==> config.mk <==
export PLATFORM = sky130hd
export DESIGN_NAME = cmp_feeder_flat
export DESIGN_NICKNAME = d
export VERILOG_FILES = /design/src/rtl/cmp_pkg.sv /design/src/rtl/cmp_feeder_if.sv /design/src/rtl/cmp_win_shift.sv /design/src/rtl/cmp_feeder.sv /design/src/flat_wrapper.sv
export SDC_FILE = /design/constraint.sdc
export NUM_CORES = 1
export LEC_CHECK = 0
export BUFFER_PORTS_ARGS = -buffer_cell sky130_fd_sc_hd__buf_2
export CORE_ASPECT_RATIO = 0.7
export CORE_MARGIN = 5
export CORE_UTILIZATION = 38
export DETAILED_ROUTE_END_ITERATION = 16
export GPL_TIMING_DRIVEN = 1
export PLACE_DENSITY = 0.67
export SLEW_MARGIN = 10
export SYNTH_ARGS = -nofsm -noshare
export SYNTH_HDL_FRONTEND = slang
export SYNTH_HIERARCHICAL = 1
export SYNTH_SLANG_ARGS = --single-unit
==> constraint.sdc <==
create_clock -name clk -period 2.35 [get_ports clk]
set_clock_uncertainty 0.15 [all_clocks]
set_input_delay 0.47 -clock clk [delete_from_list [all_inputs] [get_ports clk]]
set_output_delay 0.47 -clock clk [all_outputs]
set_load 0.02 [all_outputs]
==> src/rtl/cmp_pkg.sv <==
`default_nettype none
// ============================================================================
// Module  : cmp_pkg
// Purpose : Shared types, defaults and helpers for the comparator feeder.
// Revision: 1.0 - initial release
// ============================================================================
package cmp_pkg;

    localparam int CMP_DATA_W = 4;

    typedef enum logic [1:0] {
        IDLE = 2'd0,
        SEND = 2'd1,
        WAIT = 2'd2,
        RESP = 2'd3
    } cmp_state_e;

    function automatic int clog2(input int value);
        int r;
        r = 0;
        while ((1 << r) < value) begin
            r = r + 1;
        end
        return r;
    endfunction

endpackage
`default_nettype wire

==> src/rtl/cmp_feeder_if.sv <==
`default_nettype none
// ============================================================================
// Module  : cmp_feeder_if
// Purpose : Window intake, comparator operand/result and upstream result bus.
// Revision: 1.0 - initial release
// ============================================================================
interface cmp_feeder_if
    import cmp_pkg::*;
#(
    parameter int DATA_W = CMP_DATA_W,
    parameter int WIN    = 4
) ();

    logic                    win_valid;
    logic                    win_ready;
    logic [WIN*DATA_W-1:0]   win_data;

    logic [DATA_W-1:0]       cmp_in_a;
    logic                    cmp_in_valid;
    logic                    cmp_in_first;
    logic                    cmp_in_last;
    logic                    cmp_res_valid;
    logic [DATA_W-1:0]       cmp_res;

    logic                    res_valid;
    logic                    res_ready;
    logic [DATA_W-1:0]       res_data;
    logic                    res_err;

    // The feeder is the initiator towards the comparator.
    modport master (
        input  win_valid, win_data, cmp_res_valid, cmp_res, res_ready,
        output win_ready, cmp_in_a, cmp_in_valid, cmp_in_first, cmp_in_last,
               res_valid, res_data, res_err
    );

    modport slave (
        output win_valid, win_data, cmp_res_valid, cmp_res, res_ready,
        input  win_ready, cmp_in_a, cmp_in_valid, cmp_in_first, cmp_in_last,
               res_valid, res_data, res_err
    );

endinterface
`default_nettype wire

==> src/rtl/cmp_win_shift.sv <==
`default_nettype none
// ============================================================================
// Module  : cmp_win_shift
// Purpose : Parallel-load window register shifting one element per step,
//           element 0 (LSBs) presented first.
// Revision: 1.0 - initial release
// ============================================================================
module cmp_win_shift #(
    parameter int DATA_W = 4,
    parameter int WIN    = 4
) (
    input  wire logic                  clk,
    input  wire logic                  rst,
    input  wire logic                  load_i,
    input  wire logic                  shift_i,
    input  wire logic [WIN*DATA_W-1:0] data_i,
    output logic      [DATA_W-1:0]     elem_o
);

    logic [WIN*DATA_W-1:0] shreg_q;

    always_ff @(posedge clk) begin
        if (rst) begin
            shreg_q <= '0;
        end else if (load_i) begin
            shreg_q <= data_i;
        end else if (shift_i) begin
            shreg_q <= {{DATA_W{1'b0}}, shreg_q[WIN*DATA_W-1:DATA_W]};
        end
    end

    assign elem_o = shreg_q[DATA_W-1:0];

endmodule
`default_nettype wire

==> src/rtl/cmp_feeder.sv <==
`default_nettype none
// ============================================================================
// Module  : cmp_feeder
// Purpose : Serialises one operand window to the comparator, waits (with
//           timeout) for its result and returns it upstream.
// Revision: 1.0 - initial release
// ============================================================================
module cmp_feeder
    import cmp_pkg::*;
#(
    parameter int DATA_W  = CMP_DATA_W,
    parameter int WIN     = 4,
    parameter int TIMEOUT = 16
) (
    input  wire logic    clk,
    input  wire logic    rst,
    cmp_feeder_if.master bus,
    output logic         busy
);

    localparam int CNT_W = clog2(WIN);
    localparam int TMR_W = clog2(TIMEOUT);
    localparam logic [CNT_W-1:0] LAST_IDX = CNT_W'(WIN - 1);
    localparam logic [TMR_W-1:0] TMR_LAST = TMR_W'(TIMEOUT - 1);

    cmp_state_e          state_q;
    logic [CNT_W-1:0]    elem_cnt_q;
    logic [TMR_W-1:0]    timer_q;
    logic [DATA_W-1:0]   res_data_q;
    logic                res_err_q;
    logic [DATA_W-1:0]   elem;
    logic                win_accept;
    logic                sending;

    assign bus.win_ready = (state_q == IDLE) && !rst;
    assign win_accept    = bus.win_valid && bus.win_ready;
    assign sending       = (state_q == SEND);

    cmp_win_shift #(
        .DATA_W (DATA_W),
        .WIN    (WIN)
    ) u_shift (
        .clk     (clk),
        .rst     (rst),
        .load_i  (win_accept),
        .shift_i (sending),
        .data_i  (bus.win_data),
        .elem_o  (elem)
    );

    always_ff @(posedge clk) begin
        if (rst) begin
            state_q    <= IDLE;
            elem_cnt_q <= '0;
            timer_q    <= '0;
            res_data_q <= '0;
            res_err_q  <= 1'b0;
        end else begin
            case (state_q)
                IDLE: begin
                    if (win_accept) begin
                        elem_cnt_q <= '0;
                        state_q    <= SEND;
                    end
                end
                SEND: begin
                    if (elem_cnt_q == LAST_IDX) begin
                        elem_cnt_q <= '0;
                        timer_q    <= '0;
                        // A zero-latency comparator answers during the last element.
                        if (bus.cmp_res_valid) begin
                            res_data_q <= bus.cmp_res;
                            res_err_q  <= 1'b0;
                            state_q    <= RESP;
                        end else begin
                            state_q    <= WAIT;
                        end
                    end else begin
                        elem_cnt_q <= elem_cnt_q + 1'b1;
                    end
                end
                WAIT: begin
                    if (bus.cmp_res_valid) begin
                        res_data_q <= bus.cmp_res;
                        res_err_q  <= 1'b0;
                        state_q    <= RESP;
                    end else if (timer_q == TMR_LAST) begin
                        res_data_q <= '0;
                        res_err_q  <= 1'b1;
                        state_q    <= RESP;
                    end else begin
                        timer_q    <= timer_q + 1'b1;
                    end
                end
                RESP: begin
                    if (bus.res_ready) begin
                        state_q <= IDLE;
                    end
                end
                default: state_q <= IDLE;
            endcase
        end
    end

    assign bus.cmp_in_valid = sending;
    assign bus.cmp_in_a     = sending ? elem : '0;
    assign bus.cmp_in_first = sending && (elem_cnt_q == '0);
    assign bus.cmp_in_last  = sending && (elem_cnt_q == LAST_IDX);

    assign bus.res_valid    = (state_q == RESP);
    assign bus.res_data     = res_data_q;
    assign bus.res_err      = res_err_q;
    assign busy             = (state_q != IDLE);

endmodule
`default_nettype wire

==> src/flat_wrapper.sv <==
// flat-port wrapper written by rule: the top's interface ports become plain ports
module cmp_feeder_flat import cmp_pkg::*;
#(
    parameter int DATA_W  = CMP_DATA_W,
    parameter int WIN     = 4,
    parameter int TIMEOUT = 16
)
  (clk, rst, busy, bus_win_valid, bus_win_data, bus_cmp_res_valid, bus_cmp_res, bus_res_ready, bus_win_ready, bus_cmp_in_a, bus_cmp_in_valid, bus_cmp_in_first, bus_cmp_in_last, bus_res_valid, bus_res_data, bus_res_err);
  cmp_feeder_if #(.DATA_W(DATA_W), .WIN(WIN)) bus_i ();
  input  wire logic clk;
  input  wire logic rst;
  output logic busy;
  input wire logic [$bits(bus_i.win_valid)-1:0] bus_win_valid;
  input wire logic [$bits(bus_i.win_data)-1:0] bus_win_data;
  input wire logic [$bits(bus_i.cmp_res_valid)-1:0] bus_cmp_res_valid;
  input wire logic [$bits(bus_i.cmp_res)-1:0] bus_cmp_res;
  input wire logic [$bits(bus_i.res_ready)-1:0] bus_res_ready;
  output wire logic [$bits(bus_i.win_ready)-1:0] bus_win_ready;
  output wire logic [$bits(bus_i.cmp_in_a)-1:0] bus_cmp_in_a;
  output wire logic [$bits(bus_i.cmp_in_valid)-1:0] bus_cmp_in_valid;
  output wire logic [$bits(bus_i.cmp_in_first)-1:0] bus_cmp_in_first;
  output wire logic [$bits(bus_i.cmp_in_last)-1:0] bus_cmp_in_last;
  output wire logic [$bits(bus_i.res_valid)-1:0] bus_res_valid;
  output wire logic [$bits(bus_i.res_data)-1:0] bus_res_data;
  output wire logic [$bits(bus_i.res_err)-1:0] bus_res_err;
  assign bus_i.win_valid = bus_win_valid;
  assign bus_i.win_data = bus_win_data;
  assign bus_i.cmp_res_valid = bus_cmp_res_valid;
  assign bus_i.cmp_res = bus_cmp_res;
  assign bus_i.res_ready = bus_res_ready;
  assign bus_win_ready = bus_i.win_ready;
  assign bus_cmp_in_a = bus_i.cmp_in_a;
  assign bus_cmp_in_valid = bus_i.cmp_in_valid;
  assign bus_cmp_in_first = bus_i.cmp_in_first;
  assign bus_cmp_in_last = bus_i.cmp_in_last;
  assign bus_res_valid = bus_i.res_valid;
  assign bus_res_data = bus_i.res_data;
  assign bus_res_err = bus_i.res_err;
  cmp_feeder #(.DATA_W(DATA_W), .WIN(WIN), .TIMEOUT(TIMEOUT)) u_core (.clk(clk), .rst(rst), .bus(bus_i), .busy(busy));
endmodule
==> reports/qor.yml, run 1 <==
sta:
  fin_ws_ns: 0.2058
  slew_headroom: 0.7465
  finalHoldViolations: 0
  finalSetupTns_ns: 0
  period_share: 0.9124
  drv_slew: 0
  period_needed_ns: 2.144
  worst_pin_slew_ns: 0.3798
  finalSetupViolCount: 0
  rsz0062_at_grt: "no"
  fmax_mhz: 466.4
synthesis:
  yosysMostFrequentCell: "dfxtp_1"
  ys_async_sr_fraction: 0
  synth_compound_area_frac: 0.1969
  yosysTopAreaCell: "dfxtp_1"
  synth_area_leaders: "dfxtp_1, mux2i_1, ha_1"
  synth_top_family_by_area: "simple AND/OR/NAND/NOR gates"
  synth_xor_area_frac: 0
  syn-num-nets: 201
  synth_commonest_cells: "dfxtp_1, a211oi_1, mux2i_1"
  synth_top_area_frac: 0.3611
  synthMuxAreaShare: 0.08171
  ys_seq_area_frac: 0.3611
  syn_area_sq_mm: 0.001608
  synth_edf_count: 0
  synth-seq-cells: 29
  synth_warnings: 6
  avgSynthCellArea_sq_um: 9.570
  yosys.area_share.adder: 0.06226
  ys.flop_type: "dfxtp_1"
  synthesis.instances: 168
  yosys.area_share.simple: 0.2101
  ys_types: 40
clocking:
  htreeDepth: 2
  cts_buffer_depth: 2
  cts_tree: "done"
  cts_sinks: 29
  path_clk_slew_ns: 0.06
  clock-root-buffer: "clkbuf_8"
  numCtsBuffers: 5
  clock_latency_ns: 0.28
drt:
  dr.pass1.iters: 4
  wl_per_cell_um: 13.18
  drcViolationCount: 0
  drt-total-wl_um: 3401
  ant_nets: 0
  viasPerCell: 4.973
  first_iter_violations: 54
  vias: 1283
setup_path:
  end_kind: "primary output"
  path_buf_inv: 2
  r2r-start: "u_core/state_q[1]"
  criticalPathCategory: "reg2out"
  path_depth: 4
  path_cells: "inv_1 -> ha_2 -> and2_1 -> buf_2"
  slowest_stage: "ha_2"
  regToRegSetupSlack_ns: 0.33
  max_stage_delay_ns: 0.38
  crit_required_ns: 1.73
  setup.worst_path.start_class: "flop"
  cp_max_fo: 17
  r2r-end: "u_core/u_shift/shreg_q[15]"
  critPathTopFamily: "adder cells"
  reg2reg_depth: 8
  crit_start: "u_core/state_q[1]"
  cp.arrival_ns: 1.52
  cp-endpoint: "bus_cmp_in_last"
placed_design:
  gp_congestion: 0.8725
  place_area_sq_mm: 0.001790
  pre_cts_slack_ns: 0.2506
  port_buffers: 39
  post-dp-hpwl_um: 2471
hold_path:
  hold_depth: 2
  hold_path_class: "in2reg"
power_and_ir_drop:
  peakVddDrop_mv: 0.3313
  p_sw_frac: 0.3585
  p_int_mw: 1.123
  p_seq_frac: 0.350
  total_leakage_power_nw: 0.7900
  switchingPower_uw: 627.8
  pwr-share-clk: 0.260
  pwr_density_cell_mw_per_mm2: 924.4
  combPwrFrac: 0.390
status:
  run_status: "finished, final reports clean"
grt:
  grt_pass1_wl_um: 5885
  grt_pass1_vias: 1265
  grt.total_usage: 0.1331
  gr-total-overflow: 0
  antenna_found_initial: 0
  grt_start_max_net_pins: 29
layout:
  fin_area_sq_mm: 0.001894
  diodes: 0
  final_util: 0.4743
  regArea_sq_um: 580.6
  fillers: 397
  syn_to_final_growth_pct: 17.82
  multi_input_area_sq_um: 888.4
  drive_above_1_share: 0.3350
  nets: 238
floorplan:
  die_h_um: 64.42
  fp.dieW_um: 87.75
  start_util: 0.4026
  rows: 19
  ios: 40
  die-area_sq_mm: 0.005653
  core_area_sq_mm: 0.003994
flow_run:
  drv_cap: 0
==> through the flow <==
stage | cells | power [mW] | hold slack [ns]
after floorplan | 168 | 1.197 | 0.3170
after global placement | 250 | 1.297 | 0.2988
after detailed placement | 250 | 1.301 | 0.3028
after CTS | 258 | 1.770 | 0.2405
after global routing | 258 | 1.879 | 0.2403
final | 258 | 1.751 | 0.2490
==> cell families (layout without fill, tap and decap cells) <==
| logic type | after synthesis | in the layout |
|---|---|---|
| adder cells (fa/ha/maj) | 8 | 8 |
| AO/OA/AOI/OAI | 41 | 41 |
| flip-flops | 29 | 29 |
| buffers and inverters | 22 | 60 |
| multiplexers | 13 | 13 |
| AND/OR/NAND/NOR | 55 | 55 |
==> power groups by stage <==
| stage | combinational [mW] | sequential (mW) | clock (mW) |
|---|---|---|---|
| after floorplan | 0.577 | 0.620 | 0 |
| after detailed placement | 0.678 | 0.623 | 0 |
| after global placement | 0.675 | 0.623 | 0 |
| after CTS | 0.684 | 0.612 | 0.474 |
| after global routing | 0.761 | 0.623 | 0.495 |
| final | 0.683 | 0.613 | 0.455 |
==> final cells by class <==
cell class              instances  share of cell area
clock buffers                   7             0.05086
well taps                      52             0.03435
multi-input cells             117              0.4690
flip-flops and latches         29              0.3065
inverters                       9             0.01783
clock inverters                 1            0.002642
repair buffers                 43              0.1189
==> timing repair <==
action | in CTS | in global routing
hold buffers | 0 | 0
gates resized for setup | 0 | 1
endpoints found under the setup margin | 0 | 6
setup buffers | 0 | 0
==> sequential cells by signal, summed over array words and instances (netlist names) <==
name and cells:
u_core/state_q 2, u_core/elem_cnt_q 2, u_core/bus.res_data 4, u_core/timer_q 4
u_core/u_shift/shreg_q 16, u_core/bus.res_err 1
==> metal layers <==
layer | vias up | GRT usage | share of wire
met5 | - | 0 | 0
met4 | 0 | 0.07471 | 0.016
met3 | 6 | 0.04430 | 0.060
met2 | 33 | 0.1927 | 0.44
met1 | 578 | 0.1729 | 0.48
li1 | 666 | - | -
==> worst min-delay path by stage <==
stage	from	endpoint	slack, ns
3_3_place_gp	u_core/bus.res_err	u_core/bus.res_err	0.30
3_5_place_dp	u_core/bus.res_err	u_core/bus.res_err	0.30
5_1_grt	bus_cmp_res[2]	u_core/bus.res_data[2]	0.24
4_1_cts	bus_cmp_res[1]	u_core/bus.res_data[1]	0.24
6_report	bus_cmp_res[1]	u_core/bus.res_data[1]	0.25
2_1_floorplan	u_core/timer_q[1]	u_core/timer_q[1]	0.32
==> cell usage in the layout (no fill, tap or decap), types with 2 or more instances in the layout <==
cell,count
o21ai_0,3
dfxtp_1,29
inv_1,9
a32oi_1,2
clkbuf_8,7
a21oi_2,4
a21oi_1,8
nand4_1,2
nand2_1,6
or3b_1,4
nor2_1,7
nand2b_1,4
buf_4,4
mux2i_1,12
nor2b_2,6
buf_2,39
ha_1,7
and2_1,7
nand3_1,4
nor2b_1,8
a211oi_1,13
a22o_1,4
No activity file was read; power rests on OpenSTA's default activity.
==> run 2, diff against run 1 <==
- ABC_AREA: default -> 1
- SYNTH_HIERARCHICAL: 1 -> default
==> run 2 against run 1 <==
Routed wire length rose by 4.4%; critical path type unchanged; via count rose by 17%; non-clock buffer count fell by 2; core utilization up 0.88 points; register-to-register slack improved by 0.23 ns; total power rose by 13%; sequential power is 9.8% higher; critical path depth rose by 1; sequential cell count stayed put; cell count rose by 26%; sequential share of layout area down 0.38 points.
==> reports/qor.yml, run 2 <==
status:
  run_status: "finished, final reports clean"
setup_path:
  critPathTopFamily: "adder cells"
  cp_max_fo: 14
  end_kind: "primary output"
  path_buf_inv: 3
  cp.arrival_ns: 1.47
  crit_top_cell: "inv_1"
  path_cells: "inv_1 -> ha_2 -> nand2_1 -> inv_1 -> buf_2"
  crit_required_ns: 1.73
  criticalPathCategory: "reg2out"
  setup.worst_path.start_class: "flop"
  max_stage_delay_ns: 0.35
  slowest_stage: "ha_2"
grt:
  grt_pass1_wl_um: 5768
  antenna_found_initial: 0
  gr-total-overflow: 0
  grt_start_max_net_pins: 29
  grt.total_usage: 0.1309
  grt_pass1_vias: 1331
clocking:
  postCtsHoldBufs: 0
  post-cts-setup-buffers: 0
  cts_tree: "done"
  path_clk_slew_ns: 0.06
  numCtsBuffers: 5
  cts_sinks: 29
  htreeDepth: 2
  clock_latency_ns: 0.28
  cts_buffer_depth: 2
  post_cts_resized: 0
  clock-root-buffer: "clkbuf_8"
synthesis:
  ys.flop_type: "dfxtp_1"
  synth_commonest_cells: "nand2_1, dfxtp_1, inv_1"
  synth_edf_count: 0
  synth-seq-cells: 29
  avgSynthCellArea_sq_um: 6.849
  syn-num-nets: 265
  ys_seq_area_frac: 0.3654
  syn_area_sq_mm: 0.001589
  ys_types: 25
  synth_warnings: 0
  synth_area_leaders: "dfxtp_1, nand2_1, a21oi_1"
  synthesis.instances: 232
  synth_top_area_frac: 0.3654
  yosysMostFrequentCell: "nand2_1"
  yosysTopAreaCell: "dfxtp_1"
  ys_async_sr_fraction: 0
floorplan:
  die-area_sq_mm: 0.005596
  start_util: 0.4003
  fp.dieW_um: 87.29
  rows: 19
  die_h_um: 64.11
  ios: 40
  core_area_sq_mm: 0.003970
layout:
  diodes: 0
  largest_reg_flops: 16
  layout_common_cells: "nand2_1, buf_2, dfxtp_1"
  final_cell_count_no_fill: 325
  drive_above_1_share: 0.2308
  syn_to_final_growth_pct: 20.71
  final_util: 0.4831
  fin_area_sq_mm: 0.001918
  regMostFlops: "u_core.u_shift.shreg_q"
  nets: 305
  final_common_cell: "nand2_1"
sta:
  drv_slew: 0
  slew_headroom: 0.8086
  worst_pin_slew_ns: 0.2871
  finalHoldViolations: 0
  finalSetupTns_ns: 0
  finalSetupViolCount: 0
  period_share: 0.8874
  period_needed_ns: 2.085
  fmax_mhz: 479.6
  rsz0062_at_grt: "no"
drt:
  viasPerCell: 4.631
  first_iter_violations: 71
  drcViolationCount: 0
  vias: 1505
  wl_per_cell_um: 10.93
  dr.pass1.iters: 6
  drt-total-wl_um: 3552
  ant_nets: 0
power_and_ir_drop:
  total_leakage_power_nw: 0.9714
  pwr_density_cell_mw_per_mm2: 1034
  peakVddDrop_mv: 0.3693
placed_design:
  port_buffers: 39
  place_area_sq_mm: 0.001799
  post-dp-hpwl_um: 2592
  dp_cells: 317
  gp_congestion: 0.7732
hold_path:
  hold_path_class: "in2reg"
flow_run:
  drv_cap: 0
[run 2: logic make-up (layout without fill, tap and decap cells)]
kind of cell               Yosys count  after routing  synth area share
buffers and inverters               39             80            0.1157
and+or+nand+nor                    117            117            0.3213
AOI/OAI and AO/OA                   39             39            0.1346
adders and majority gates            8              8           0.06299
DFF                                 29             29            0.3654
[run 2: path summary, 6_finish.rpt]
path / start / to / slack [ns] / cells after the start
max: u_core.state_q[1] / bus_cmp_in_last / 0.26 / 5
min: bus_win_data[2] / u_core.u_shift.shreg_q[2] / 0.24 / 2
max reg2reg: u_core.state_q[0] / u_core.u_shift.shreg_q[15] / 0.56 / 7
min reg2reg: u_core.bus.res_data[2] / u_core.bus.res_data[2] / 0.31 / 2
[run 2: power breakdown]
part           internal [mW]  switching, mW  total (mW)
Sequential             0.604         0.0697       0.673
Combinational          0.261          0.509       0.770
Clock                  0.345          0.195       0.541
[run 2: area by class of cell]
class | count | area (sq um)
Clock buffer | 7 | 86.33
Clock inverter | 1 | 30.03
Fill cell | 403 | 2052
Inverter | 31 | 118.9
Multi-Input combinational cell | 164 | 827.0
Sequential cell | 29 | 580.6
Tap cell | 52 | 65.06
Timing Repair Buffer | 41 | 210.2
[run 2: per-layer routing]
metal  wire length, um  track usage  share of wire
met3               225      0.04236          0.063
met2              1492       0.1945           0.42
met1              1758       0.1720           0.49
met5                 0            0              0
met4                75      0.05939          0.021
[run 2: per-stage QoR]
stage                     hold slack [ns]  total power [mW]  worst slack, ns
after floorplan                    0.2892             1.295           0.4554
after global placement             0.3024             1.447           0.4476
after detailed placement           0.3043             1.455           0.4148
after CTS                          0.2347             2.001          0.09168
after global routing               0.2436             2.153           0.1768
final                              0.2401             1.984           0.2647
==> run 3, diff against run 2 <==
- BUFFER_PORTS_ARGS: -buffer_cell sky130_fd_sc_hd__buf_2 -> -buffer_cell sky130_fd_sc_hd__clkbuf_2
==> run 3 against run 2 <==
Design area fell by 1.5%; clock power fell by 29%; register-to-register slack got worse by 0.12 ns; routed wire length fell by 1.4%; cell count rose by 0.31%; total power fell by 7.2%; sequential cell count did not move; sequential power rose by 0.7%; die area did not move; non-clock buffer count rose by 1; critical path type unchanged; critical endpoint is now bus_cmp_in_a[2]; largest power group unchanged; highest routed layer unchanged.
==> reports/qor.yml, run 3 (synthesized netlist as in run 2, its figures left out) <==
layout:
  final_common_cell: "nand2_1"
  layout_common_cells: "nand2_1, clkbuf_2, dfxtp_1"
  nets: 306
  largest_reg_flops: 16
  final_cell_count_no_fill: 326
  syn_to_final_growth_pct: 18.90
  diodes: 0
  regMostFlops: "u_core.u_shift.shreg_q"
  multi_input_area_sq_um: 824.5
  regArea_sq_um: 580.6
  drive_above_1_share: 0.2299
  fillers: 415
drt:
  vias: 1511
  ant_nets: 0
  dr.pass1.iters: 4
  wl_per_cell_um: 10.74
  first_iter_violations: 69
  viasPerCell: 4.635
  drt-total-wl_um: 3501
  drcViolationCount: 0
setup_path:
  end_kind: "primary output"
  r2r-end: "u_core.timer_q[3]"
  cp.arrival_ns: 1.50
  criticalPathCategory: "reg2out"
  setup.worst_path.start_class: "flop"
  r2r-start: "u_core.state_q[1]"
  regToRegSetupSlack_ns: 0.44
  crit_required_ns: 1.73
  cp_max_fo: 11
  reg2reg_depth: 9
floorplan:
  die-area_sq_mm: 0.005596
  core_area_sq_mm: 0.003970
  rows: 19
  start_util: 0.4003
  fp.dieW_um: 87.29
  ios: 40
  die_h_um: 64.11
placed_design:
  port_buffers: 39
  gp_congestion: 0.8026
  post-dp-hpwl_um: 2696
  dp_cells: 318
hold_path:
  hold_start: "bus_win_data[3]"
  min_to: "u_core.u_shift.shreg_q[3]"
  hold_path_class: "in2reg"
  hold_depth: 2
power_and_ir_drop:
  power_mw: 1.841
  total_leakage_power_nw: 0.9591
  pwr_density_cell_mw_per_mm2: 974.6
  peakVddDrop_mv: 0.3713
grt:
  grt_pass1_vias: 1323
  grt.total_usage: 0.1374
  grt_pass1_wl_um: 6030
  antenna_found_initial: 0
  grt_start_max_net_pins: 29
  gr-total-overflow: 0
clocking:
  post-cts-setup-buffers: 0
  cts_sinks: 29
  postCtsHoldBufs: 0
  numCtsBuffers: 5
  path_clk_slew_ns: 0.06
  cts_buffer_depth: 2
  clock-root-buffer: "clkbuf_8"
  cts_tree: "done"
  clock_latency_ns: 0.28
  post_cts_resized: 0
  htreeDepth: 2
sta:
  drv_slew: 0
  rsz0062_at_grt: "no"
  finalSetupViolCount: 0
  finalHoldViolations: 0
  finalSetupTns_ns: 0
  fmax_mhz: 471.5
  period_share: 0.9025
  slew_headroom: 0.8063
  period_needed_ns: 2.121
  worst_pin_slew_ns: 0.2906
flow_run:
  drv_cap: 0
status:
  run_status: "finished, final reports clean"
[run 3: changes by cell type in the layout (fill, tap and decap cells not counted)]
cell,before,now
ha_1,7,8
clkbuf_8,6,5
buf_2,39,0
ha_2,1,0
buf_4,2,3
clkbuf_2,0,39
bufinv_16,1,0
clkinv_2,0,2
[run 3: layout make-up]
cell class / instances / share of cell area
clock buffers: 6 / 0.03841
clock inverters: 2 / 0.005298
inverters: 31 / 0.06291
multi-input cells: 164 / 0.4364
flip-flops and latches: 29 / 0.3073
well taps: 52 / 0.03444
repair buffers: 42 / 0.1152
[run 3: worst max-delay path by stage]
stage	startpoint	endpoint	slack [ns]	depth (start not counted)
floorplan	u_core.state_q[1]	bus_cmp_in_a[0]	0.46	6
global placement	u_core.state_q[1]	u_core.timer_q[1]	0.49	9
detailed placement	u_core.state_q[1]	u_core.timer_q[3]	0.45	9
CTS	u_core.state_q[1]	bus_cmp_in_a[2]	0.22	6
global route	u_core.state_q[1]	bus_cmp_in_first	0.12	6
finish	u_core.state_q[1]	bus_cmp_in_a[2]	0.23	6
[run 3: where the power goes]
| group | internal [mW] | switching (mW) | leakage [nW] |
|---|---|---|---|
| registers | 0.604 | 0.0741 | 0.237 |
| clock network | 0.204 | 0.180 | 0.0450 |
| logic | 0.265 | 0.513 | 0.677 |
[run 3: worst max-delay path: stages, from the launching register on]
cell      delay (ns)
dfxtp_1         0.34
inv_1           0.12
ha_1            0.27
buf_4           0.21
nand2_1         0.06
inv_1           0.05
clkbuf_2        0.16
[run 3: layer usage]
metal / wire [um] / vias to the layer above / global-route usage
met2: 1432 / 38 / 0.1898
li1: - / 811 / -
met1: 1788 / 657 / 0.1923
met5: 0 / - / 0
met3: 221 / 5 / 0.04365
met4: 58 / 0 / 0.06322
[run 3: metrics by stage]
step,util,setup WS [ns],hold slack [ns],cell area (sq um)
detailed placement,0.4551,0.4549,0.3070,1807
floorplan,-,0.4554,0.2892,1589
CTS,0.4759,0.2189,0.2412,1889
finish,0.4759,0.2290,0.2493,1889
global route,0.4759,0.1185,0.2447,1889
global placement,0.4551,0.4882,0.3001,1807
